## config.mk

```make
export PLATFORM = sky130hd
export DESIGN_NAME = cbus_arbiter
export DESIGN_NICKNAME = d
export VERILOG_FILES = /design/src/rtl/cbus_arbiter_pkg.sv /design/src/rtl/cbus_arbiter_rr_select.sv /design/src/rtl/cbus_arbiter.sv
export SDC_FILE = /design/constraint.sdc
export NUM_CORES = 1
export LEC_CHECK = 0
export BUFFER_PORTS_ARGS = -buffer_cell sky130_fd_sc_hd__buf_2
export CAP_MARGIN = 20
export CORE_AREA = 4 4 247 249
export CTS_CLUSTER_SIZE = 10
export DETAILED_ROUTE_END_ITERATION = 10
export DIE_AREA = 0 0 251 253
export GPL_ROUTABILITY_DRIVEN = 0
export PLACE_DENSITY = 0.33
export SYNTH_ARGS = -nofsm -noshare
export SYNTH_HDL_FRONTEND = slang
export SYNTH_SLANG_ARGS = --single-unit
```

## constraint.sdc

```tcl
create_clock -name clk -period 3 [get_ports clk]
set_input_delay 0.6 -clock clk [delete_from_list [all_inputs] [get_ports clk]]
set_output_delay 0.6 -clock clk [all_outputs]
set_load 0.02 [all_outputs]
```

## src/rtl/cbus_arbiter_pkg.sv

```systemverilog
// Shared cbus types: request/response structs and the size/length/burst encodings
// used by the cache masters and the memory/AXI bridge.
package cbus_arbiter_pkg;

    typedef logic [63:0] addr_t;
    typedef logic [63:0] cbus_data_t;
    typedef logic [7:0]  strobe_t;

    typedef enum logic [2:0] {
        MSIZE1 = 3'd0,
        MSIZE2 = 3'd1,
        MSIZE4 = 3'd2,
        MSIZE8 = 3'd3
    } msize_t;

    // len encodes (beats - 1)
    typedef enum logic [3:0] {
        MLEN1  = 4'd0,
        MLEN2  = 4'd1,
        MLEN4  = 4'd3,
        MLEN8  = 4'd7,
        MLEN16 = 4'd15
    } mlen_t;

    typedef enum logic [1:0] {
        AXI_BURST_FIXED = 2'b00,
        AXI_BURST_INCR  = 2'b01,
        AXI_BURST_WRAP  = 2'b10
    } axi_burst_type_t;

    typedef struct packed {
        logic            valid;
        logic            is_write;
        msize_t          size;
        addr_t           addr;
        strobe_t         strobe;
        cbus_data_t      data;
        mlen_t           len;
        axi_burst_type_t burst;
    } cbus_req_t;

    typedef struct packed {
        logic       ready;
        logic       last;
        cbus_data_t data;
    } cbus_resp_t;

endpackage

```

## src/rtl/cbus_arbiter_rr_select.sv

```systemverilog
// Combinational priority picker: first set bit of `valid` at or after `start`,
// wrapping to index 0.
module rr_select #(
    parameter int unsigned N  = 2,
    parameter int unsigned IW = 1
) (
    input  logic [N-1:0]  valid,
    input  logic [IW-1:0] start,
    output logic [IW-1:0] winner,
    output logic          any
);

    logic          hi_any;
    logic          lo_any;
    logic [IW-1:0] hi_idx;
    logic [IW-1:0] lo_idx;

    // hi_* covers indices >= start, lo_* covers the wrapped-around full range
    always_comb begin
        hi_any = 1'b0;
        lo_any = 1'b0;
        hi_idx = '0;
        lo_idx = '0;
        for (int unsigned i = 0; i < N; i++) begin
            if (valid[i] && (i >= 32'(start)) && !hi_any) begin
                hi_any = 1'b1;
                hi_idx = IW'(i);
            end
            if (valid[i] && !lo_any) begin
                lo_any = 1'b1;
                lo_idx = IW'(i);
            end
        end
        winner = hi_any ? hi_idx : lo_idx;
        any    = lo_any;
    end

endmodule

```

## src/rtl/cbus_arbiter.sv

```systemverilog
// Arbitrates several cache masters onto one cbus; the grant is held for a whole
// transaction and the downstream response is routed back to the granted master.
module cbus_arbiter
    import cbus_arbiter_pkg::*;
#(
    parameter int unsigned NUM_INPUTS  = 2,
    parameter bit          ROUND_ROBIN = 1'b1
) (
    input  logic       clk,
    input  logic       reset,
    input  cbus_req_t  ireqs  [NUM_INPUTS],
    output cbus_resp_t iresps [NUM_INPUTS],
    output cbus_req_t  oreq,
    input  cbus_resp_t oresp
);

    localparam int unsigned IW = $clog2(NUM_INPUTS);
    typedef logic [IW-1:0] index_t;

    typedef enum logic {
        IDLE,
        BUSY
    } state_t;

    state_t state, state_nxt;
    index_t sel, sel_nxt;
    index_t last_winner, last_winner_nxt;

    logic [NUM_INPUTS-1:0] req_valid;
    index_t                start;
    index_t                winner;
    logic                  any;

    always_comb begin
        for (int unsigned i = 0; i < NUM_INPUTS; i++) begin
            req_valid[i] = ireqs[i].valid;
        end
    end

    always_comb begin
        if (!ROUND_ROBIN) begin
            start = '0;
        end else if (last_winner == index_t'(NUM_INPUTS - 1)) begin
            start = '0;
        end else begin
            start = last_winner + index_t'(1);
        end
    end

    rr_select #(
        .N  (NUM_INPUTS),
        .IW (IW)
    ) u_rr_select (
        .valid  (req_valid),
        .start  (start),
        .winner (winner),
        .any    (any)
    );

    always_comb begin
        state_nxt       = state;
        sel_nxt         = sel;
        last_winner_nxt = last_winner;
        oreq            = '0;
        for (int unsigned i = 0; i < NUM_INPUTS; i++) begin
            iresps[i] = '0;
        end

        case (state)
            IDLE: begin
                if (any) begin
                    sel_nxt   = winner;
                    state_nxt = BUSY;
                end
            end
            BUSY: begin
                oreq        = ireqs[sel];
                iresps[sel] = oresp;
                // a dropped valid is an abort: release without crediting the winner
                if (!ireqs[sel].valid) begin
                    state_nxt = IDLE;
                end else if (oresp.ready && oresp.last) begin
                    state_nxt       = IDLE;
                    last_winner_nxt = sel;
                end
            end
            default: state_nxt = IDLE;
        endcase
    end

    always_ff @(posedge clk or posedge reset) begin
        if (reset) begin
            state       <= IDLE;
            sel         <= '0;
            last_winner <= index_t'(NUM_INPUTS - 1);
        end else begin
            state       <= state_nxt;
            sel         <= sel_nxt;
            last_winner <= last_winner_nxt;
        end
    end

endmodule
```

# After elaboration in Yosys (flattened, before gate mapping)
# Cells that the tools add are included.
[op_classes]
n_addsub = 1
order_cmp = 3
n_mux = 19
n_bitwise = 3
n_reduce_logical = 9
[op_table]
columns = ["cell", "count"]
rows = [
  ["147-bit 2-to-1 mux", 4],
  ["132-bit AND", 1],
  ["132-bit 2-to-1 mux", 1],
  ["66-bit demux with 1-bit select", 1],
  ["66-bit 2-to-1 mux", 1],
  ["1-bit 2-to-1 mux", 11],
  ["1-bit logical AND", 5],
  ["3-bit AND reduction", 1],
  ["2-bit greater-or-equal comparator, second input constant", 1],
  ["1-bit zero test", 2],
  ["2-bit by 1-bit < comparator with 1-bit output, second input constant", 1],
  ["1-bit NOT with 2-bit output", 1],
  ["1-bit case mux with 2 select lines", 1],
  ["2-bit AND reduction", 1],
  ["1-bit adder, second input constant", 1],
  ["1-bit greater-or-equal comparator, first input constant", 1],
  ["1-bit NOT", 1],
]
[totals]
ff_bits = 3
inputBits = 362
output_inout_bits = 279
elab_cells = 38

# Logic depth before layout (Yosys ltp)
# Gate-level depths: netlist of run 1.
[logic_depth]
word_depth = 9
depth_mapped = 5
ltp_nobuf = 3

# Cells and area by module
# A second synthesis of run 1 with hierarchy kept.
[unflattened]
hier_cells = 496
hier_area_um2 = 3703.6
[modules_own_cells]
columns = ["module", "instances", "cells_each", "area_per_inst_um2", "seq_area_each_um2"]
rows = [
  ["cbus_arbiter", 1, 493, 3686.0, 76.3],
  ["rr_select", 1, 3, 17.5, 0.0],
]

# Least setup slack after synthesis of run 1
# OpenSTA, ideal clock, no wires.
[synth_timing]
path_type = "register -> output"
startpoint = "reg sel"
endpoint = "out oreq[100] in the netlist's numbering"
t_arrival_ps = 1226
t_required_ps = 2400
setup_slack_ps = 1174
path_stages_with_launch = 6
path_buffers = 3
cell_sequence = "dfrtp_1 -> buf_4 -> buf_4 -> buf_6 -> mux2i_1 -> nor2_1"
[synth_rtl]
columns = ["element", "line_no", "rtl"]
rows = [
  ["start: declaration", "cbus_arbiter.sv:26", "index_t sel, sel_nxt;"],
  ["start signal: assignment", "cbus_arbiter.sv:98", "sel <= sel_nxt;"],
  ["end: declaration", "cbus_arbiter.sv:13", "output cbus_req_t oreq,"],
]

==> out/metrics.cfg, run 1 <==
[floorplan]
initial_utilization_pct = 5.63
core_area_um2 = 58700
die_area_um2 = 63500
die-height_um = 253
die_w_um = 251
boundaryPins = 641
rows = 89

[power_and_ir_drop]
pwr-share-seq_pct = 2.2
comb_power_share_pct = 94.4
powerDensity_nw_per_um2 = 835
cellLeakagePower_nw = 4.71
ir_drop_v = 0.000569
p_sw_mw = 3.89
intPower_mw = 2.36
swShare_pct = 62.3
p_clk_share_pct = 3.4

[sta]
fin_hold_ws_ps = 258
hold_viol_final = 0
fin_crit_sh_pct = 88.8
post-route-min-period_ps = 2670
slew_headroom_pct = 62.4
tightest_slew_ps = 564
tns_ps = 0
fmax_ghz = 0.375
finalSetupViolations = 0
skew_ps = 4.09
rsz0062_at_grt = false
finalMaxSlewViolations = 0

[logic_synthesis]
synth_compound_area_share_pct = 0.492
synth_fa_ha_area_share_pct = 0
syn_avg_cell_area_um2 = 6.69
yosys-top-cells-area = mux2i_1 (44%), nor2_1 (17%), and2_1 (13%)
yosysWarnings = 0
yosys_register_bits = 3
yosys.area_share.simple_pct = 42.8
synth_top_area_share_pct = 44.2
synth_edf_count = 0
syn_area_um2 = 3310
syn_inst = 494
ys_types = 21
muxShareOfSynthArea_pct = 45.0
synth_top_family_by_area = multiplexers
synth_nets = 856
synth_top_area_cell = mux2i_1
synthFlopType = dfrtp_1
ys_seq_area_share_pct = 2.31
synth_xor_area_share_pct = 0
synthArstFlopShare_pct = 100

[placement]
io_buffers = 640
placed_cells = 1868
dpl.hpwl_mm = 29.5

[clocking]
htreeDepth = 1
clkSinkCount = 3
cts_buffers = 3
hold_buffers = 0
clock_path_buffers = 2
cts.repair.resized = 0
clk_latency_ps = 230
root_buffer = clkbuf_16
cts_setup_buffers = 0
clkTransAtPathRegs_ps = 30
cts_tree = built

[setup_path]
cpMaxStageDelayCell = dfrtp_4
crit_path_end_kind = output pin
critPathKind = reg -> out
crit_arrival_ps = 2070
worstSetupStartpointType = flip-flop
cpPeakStageDelay_ps = 600
crit_fanout = 70
worstPathRequired_ps = 2400
path_cells = buf_12 -> mux2i_1 -> nor2_1 -> buf_2

[routing]
first_iter_violations = 282
wl_per_cell_um = 17.3
final_antenna_net_count = 0
drcViolationCount = 0
via_count = 5950
drt_first_pass_iters = 4
routed_wl_mm = 32.4
vias_per_cell = 3.17

[global_route]
antenna_found_initial = 10
gr-total-overflow = 0
grt_max_degree = 78
grt_usage_pct = 9.14
grt_pass1_vias = 6024
grt_first_pass_wirelength_mm = 43.0

[cells_and_area]
nets = 1462
drive_gt1_share_pct = 60.4
post-route-util_pct = 12.7
fillCellCount = 6907
fin_cells = 1877
synthToLayoutAreaGrowth_pct = 126

[status]
outcome = completed

[hold_path]
hold_path_class = in -> async

[run]
cap_viol_max_count = 0

registers in the layout, summed over array words and instances, names as in the netlist:
register and flops:
last_winner 1, sel 1, state 1
power groups by stage:
stage	Clock, mW	Combinational, mW	Sequential [mW]
3_5_place_dp	0	6.01	0.143
4_1_cts	0.217	6.02	0.141
5_1_grt	0.226	6.30	0.149
6_report	0.212	5.89	0.138
2_1_floorplan	0	3.87	0.0727
3_3_place_gp	0	6.01	0.135
kinds of logic after synthesis:
family	Yosys count
AO/OA/AOI/OAI	2
buffers and inverters	56
flip-flops	3
multiplexers	148
AND/OR/NAND/NOR	285
cells in the mapped netlist, types with 2 or more instances:
| cell type | instances |
|---|---|
| dfrtp_1 | 2 |
| buf_6 | 10 |
| buf_4 | 3 |
| buf_1 | 4 |
| clkbuf_1 | 24 |
| nor2_1 | 148 |
| mux2i_1 | 146 |
| clkbuf_2 | 4 |
| nand2_1 | 2 |
| and3_1 | 66 |
| and2_1 | 67 |
| buf_2 | 9 |
worst max-delay path: cells and delay by family, from the launching register on:
family | cells | cell delay [ps]
flip-flops | 1 | 600
buffers and inverters | 2 | 510
multiplexers | 1 | 480
AND/OR/NAND/NOR | 1 | 70
final timing paths:
check / end / slack (ps) / cells after the start / startpoint
worst min-delay path: state / 260 / 2 / reset
worst min register to register: sel / 600 / 2 / last_winner
max in group asynchronous: last_winner / 2520 / 2 / reset
min in group clk: sel / 600 / 2 / last_winner
worst max register to register: last_winner / 1330 / 4 / sel
worst max-delay path: oreq[20] / 330 / 4 / sel
metal layers:
metal  part of all wire [%]  global-route usage (%)  vias up
li1                       -                       -     2871
met1                     37                    10.1     2643
met2                     53                    17.8      405
met3                    7.5                    1.61       31
met4                    2.5                    2.73        0
met5                      0                       0        -
placed cells by master (no fill, tap or decap), types with 2 or more instances in the layout:
| master | count |
|---|---|
| buf_4 | 8 |
| nor2_1 | 148 |
| nand2_1 | 2 |
| and2_1 | 67 |
| clkbuf_16 | 3 |
| mux2i_1 | 146 |
| buf_12 | 7 |
| buf_2 | 640 |
| diode_2 | 5 |
| and3_1 | 66 |
per-stage QoR:
stage,total power [mW],setup slack (ps),cell area [µm²]
2_1_floorplan,3.94,1170,3310
3_3_place_gp,6.14,491,7380
3_5_place_dp,6.15,455,7380
4_1_cts,6.38,223,7460
5_1_grt,6.67,196,7480
6_report,6.24,335,7480
final cells by class:
type	instances	area (µm²)	share of cell area [%]
multi-input cells	435	2920	39.1
diodes	5	12.5	0.167
well taps	773	967	12.9
inverters	2	12.5	0.167
clock buffers	4	78.8	1.05
repair buffers	655	3400	45.5
flip-flops and latches	3	80.1	1.07
Note: power is estimated with default switching activity, not from simulation.
==> run 2, diff against run 1 <==
--- a/config.mk
+++ b/config.mk
@@ -5,14 +5,16 @@
 export SDC_FILE = /design/constraint.sdc
 export NUM_CORES = 1
 export LEC_CHECK = 0
+export ABC_AREA = 1
 export BUFFER_PORTS_ARGS = -buffer_cell sky130_fd_sc_hd__buf_2
 export CAP_MARGIN = 20
-export CORE_AREA = 4 4 247 249
+export CORE_AREA = 4 4 248 250
 export CTS_CLUSTER_SIZE = 10
 export DETAILED_ROUTE_END_ITERATION = 10
-export DIE_AREA = 0 0 251 253
+export DIE_AREA = 0 0 252 254
 export GPL_ROUTABILITY_DRIVEN = 0
-export PLACE_DENSITY = 0.33
+export HOLD_SLACK_MARGIN = 0.12
+export PLACE_DENSITY = 0.32
 export SYNTH_ARGS = -nofsm -noshare
 export SYNTH_HDL_FRONTEND = slang
 export SYNTH_SLANG_ARGS = --single-unit
==> run 2 against run 1 <==
  * Maximum frequency increased by 1.2%
  * Clock-buffer cell count unchanged
  * Power is 8.5% higher
  * Wire length decreased by 5.4%
  * Hold slack better by 4.7 ps
  * Utilization shrank 0.48 points
  * Setup slack gained 31 ps
  * First-iteration DRC count grew 44%
  * Critical path depth grew 1
  * Sequential share of layout area about the same
  * Critical path type unchanged
  * Largest cell class unchanged
==> out/metrics.cfg, run 2 <==
[status]
outcome = completed

[sta]
fin_hold_ws_ps = 263  ; +4.70 ps
fmax_ghz = 0.380  ; +1.2%
skew_ps = 2.40  ; -1.70 ps
post-route-min-period_ps = 2630  ; -30.9 ps
finalMaxSlewViolations = 0  ; unchanged
fin_crit_sh_pct = 87.8  ; -1.0 points
hold_viol_final = 0  ; unchanged
slew_headroom_pct = 54.5  ; -7.9 points
tightest_slew_ps = 685  ; +120 ps
finalSetupViolations = 0  ; unchanged
rsz0062_at_grt = false
tns_ps = 0  ; unchanged

[setup_path]
cpMaxStageDelayCell = dfrtp_4
path_cells = inv_4 -> buf_12 -> nand2_1 -> a21oi_1 -> buf_12
cpPeakStageDelay_ps = 580  ; -20 ps
crit_arrival_ps = 2030  ; -40 ps
crit_buf_inv = 3  ; +1
crit_path_end_kind = output pin
critPathKind = reg -> out
crit_path_frequent_cell = buf_12
crit_fanout = 52  ; -26%
worstPathRequired_ps = 2400  ; about the same
cp_top_family = flip-flops
worstSetupStartpointType = flip-flop

[floorplan]
boundaryPins = 641  ; unchanged
die_w_um = 252  ; +0.40%
core_area_um2 = 59000  ; +0.57%
rows = 89  ; unchanged
die-height_um = 254  ; +0.40%
initial_utilization_pct = 5.33  ; -0.30 points
die_area_um2 = 64000  ; +0.80%

[routing]
routed_wl_mm = 30.6  ; -5.4%
wl_per_cell_um = 14.6  ; -15%
vias_per_cell = 3.27  ; +3.1%
final_antenna_net_count = 0  ; unchanged
via_count = 6849  ; +15%
first_iter_violations = 406  ; +44%
drcViolationCount = 0  ; unchanged
drt_first_pass_iters = 5  ; +1

[clocking]
clk_latency_ps = 230  ; about the same
clock_path_buffers = 2  ; unchanged
root_buffer = clkbuf_16
cts_tree = built
cts.repair.resized = 0  ; unchanged
cts_setup_buffers = 0  ; unchanged
htreeDepth = 1  ; unchanged
cts_buffers = 3  ; unchanged
clkSinkCount = 3  ; unchanged
clkTransAtPathRegs_ps = 30  ; about the same
hold_buffers = 0  ; unchanged

[cells_and_area]
nets = 1685  ; +15%
drive_gt1_share_pct = 50.5  ; -10 points
final_cell_mix = buf_2 (639), nand2_1 (302), a21oi_1 (146), nor2_1 (132), inv_1 (68)
reg_top3 = last_winner x1, sel x1, state x1
synthToLayoutAreaGrowth_pct = 130
final_common_cell = buf_2

[placement]
io_buffers = 640  ; unchanged
dpl.hpwl_mm = 26.6  ; -9.8%

[logic_synthesis]
synth_top_area_cell = nand2_1
synth_nets = 1085  ; +27%
yosys-top-cells-area = nand2_1 (36%), a21oi_1 (23%), nor2_1 (16%)
synth_edf_count = 0  ; unchanged
yosys_register_bits = 3  ; unchanged
synthArstFlopShare_pct = 100  ; unchanged
ys_seq_area_share_pct = 2.42  ; +0.12 points
syn_avg_cell_area_um2 = 4.35  ; -35%
yosysWarnings = 0  ; unchanged
yosysMostFrequentCell = nand2_1
syn_area_um2 = 3150  ; -4.8%
syn_inst = 723  ; +46%
ys_types = 15  ; -29%
synth_top_area_share_pct = 36.2  ; -8.0 points
yosys-top-cells-count = nand2_1 (304), a21oi_1 (146), nor2_1 (132), inv_1 (68), buf_2 (23)
synthFlopType = dfrtp_1

[power_and_ir_drop]
ir_drop_v = 0.000487  ; -15%
intPower_mw = 2.14  ; -9.1%
pwr-share-seq_pct = 2.0  ; -0.2 points
comb_power_share_pct = 94.8  ; +0.4 points
p_sw_mw = 4.63  ; +19%
power_mw = 6.77  ; +8.5%
p_clk_share_pct = 3.2  ; -0.2 points
cellLeakagePower_nw = 4.57  ; -3.1%
swShare_pct = 68.4  ; +6.1 points
powerDensity_nw_per_um2 = 936  ; +12%

[run]
cap_viol_max_count = 0  ; unchanged

[global_route]
grt_usage_pct = 8.38  ; -0.76 points
gr-total-overflow = 0  ; unchanged
antenna_found_initial = 2  ; -8
grt_pass1_vias = 6698  ; +11%
grt_max_degree = 82  ; +5.1%
grt_first_pass_wirelength_mm = 41.2  ; -4.2%

[hold_path]
hold_path_class = in -> async

==> run 2: changes by cell type in the layout (fill, tap and decap cells not counted), sizes merged, moves of 4 or more <==
cell	delta
nand2	+302
mux2i	-147
diode	-4
nor2	-17
a21oi	+146
inv	+68
nand3	+4
and2	-67
and3	-66
==> run 2: cells by family after synthesis <==
| logic type | Yosys count | synth area share, % |
|---|---|---|
| buf+inv | 133 | 21.6 |
| compound gates | 147 | 23.4 |
| simple gates | 440 | 52.6 |
| flops | 3 | 2.42 |
==> run 2: worst reg2reg max path, delay by kind of cell, from the launching register on <==
family                 cells  cell delay (ps)
buffers and inverters      3              620
DFF                        1              580
and+or+nand+nor            5              370
==> run 2: power groups by stage <==
stage	Sequential [mW]	Combinational, mW	Clock (mW)
4_1_cts	0.150	6.56	0.218
5_1_grt	0.155	6.96	0.222
2_1_floorplan	0.0765	4.16	0
3_5_place_dp	0.151	6.54	0
3_3_place_gp	0.150	6.64	0
6_report	0.137	6.42	0.217
==> run 2: cell type report <==
cell class	instances	area [µm²]
fill	7041	51800
timing repair buffer	658	3440
multi-input combinational	587	2400
tap	773	967
inverter	70	268
sequential	3	80.1
clock buffer	4	78.8
antenna	1	2.50
==> run 2: metrics by stage <==
step | area, µm² | utilization, % | worst slack (ps) | std cells
after CTS | 7230 | 12.3 | 177 | 2095
final | 7230 | 12.3 | 366 | 2096
after detailed placement | 7150 | 12.1 | 429 | 2091
after global routing | 7230 | 12.3 | 146 | 2095
after floorplan | 3150 | - | 1180 | 723
after global placement | 7150 | 12.1 | 395 | 2091
==> run 2: worst paths after layout <==
check | cells past startpoint | to | slack, ps | from
max | 5 | oreq[4] | 370 | sel
min | 2 | sel | 260 | reset
max reg2reg | 8 | last_winner | 1350 | sel
min reg2reg | 2 | last_winner | 470 | last_winner
max in group asynchronous | 2 | last_winner | 2530 | reset
min in group clk | 2 | last_winner | 470 | last_winner
==> run 2: routing by layer <==
layer / vias up / global-route usage [%] / wire length, µm
met2: 449 / 16.0 / 15500
met4: 0 / 2.59 / 855
met3: 26 / 1.54 / 2690
li1: 3388 / - / -
met1: 2986 / 9.42 / 11600
met5: - / 0 / 0
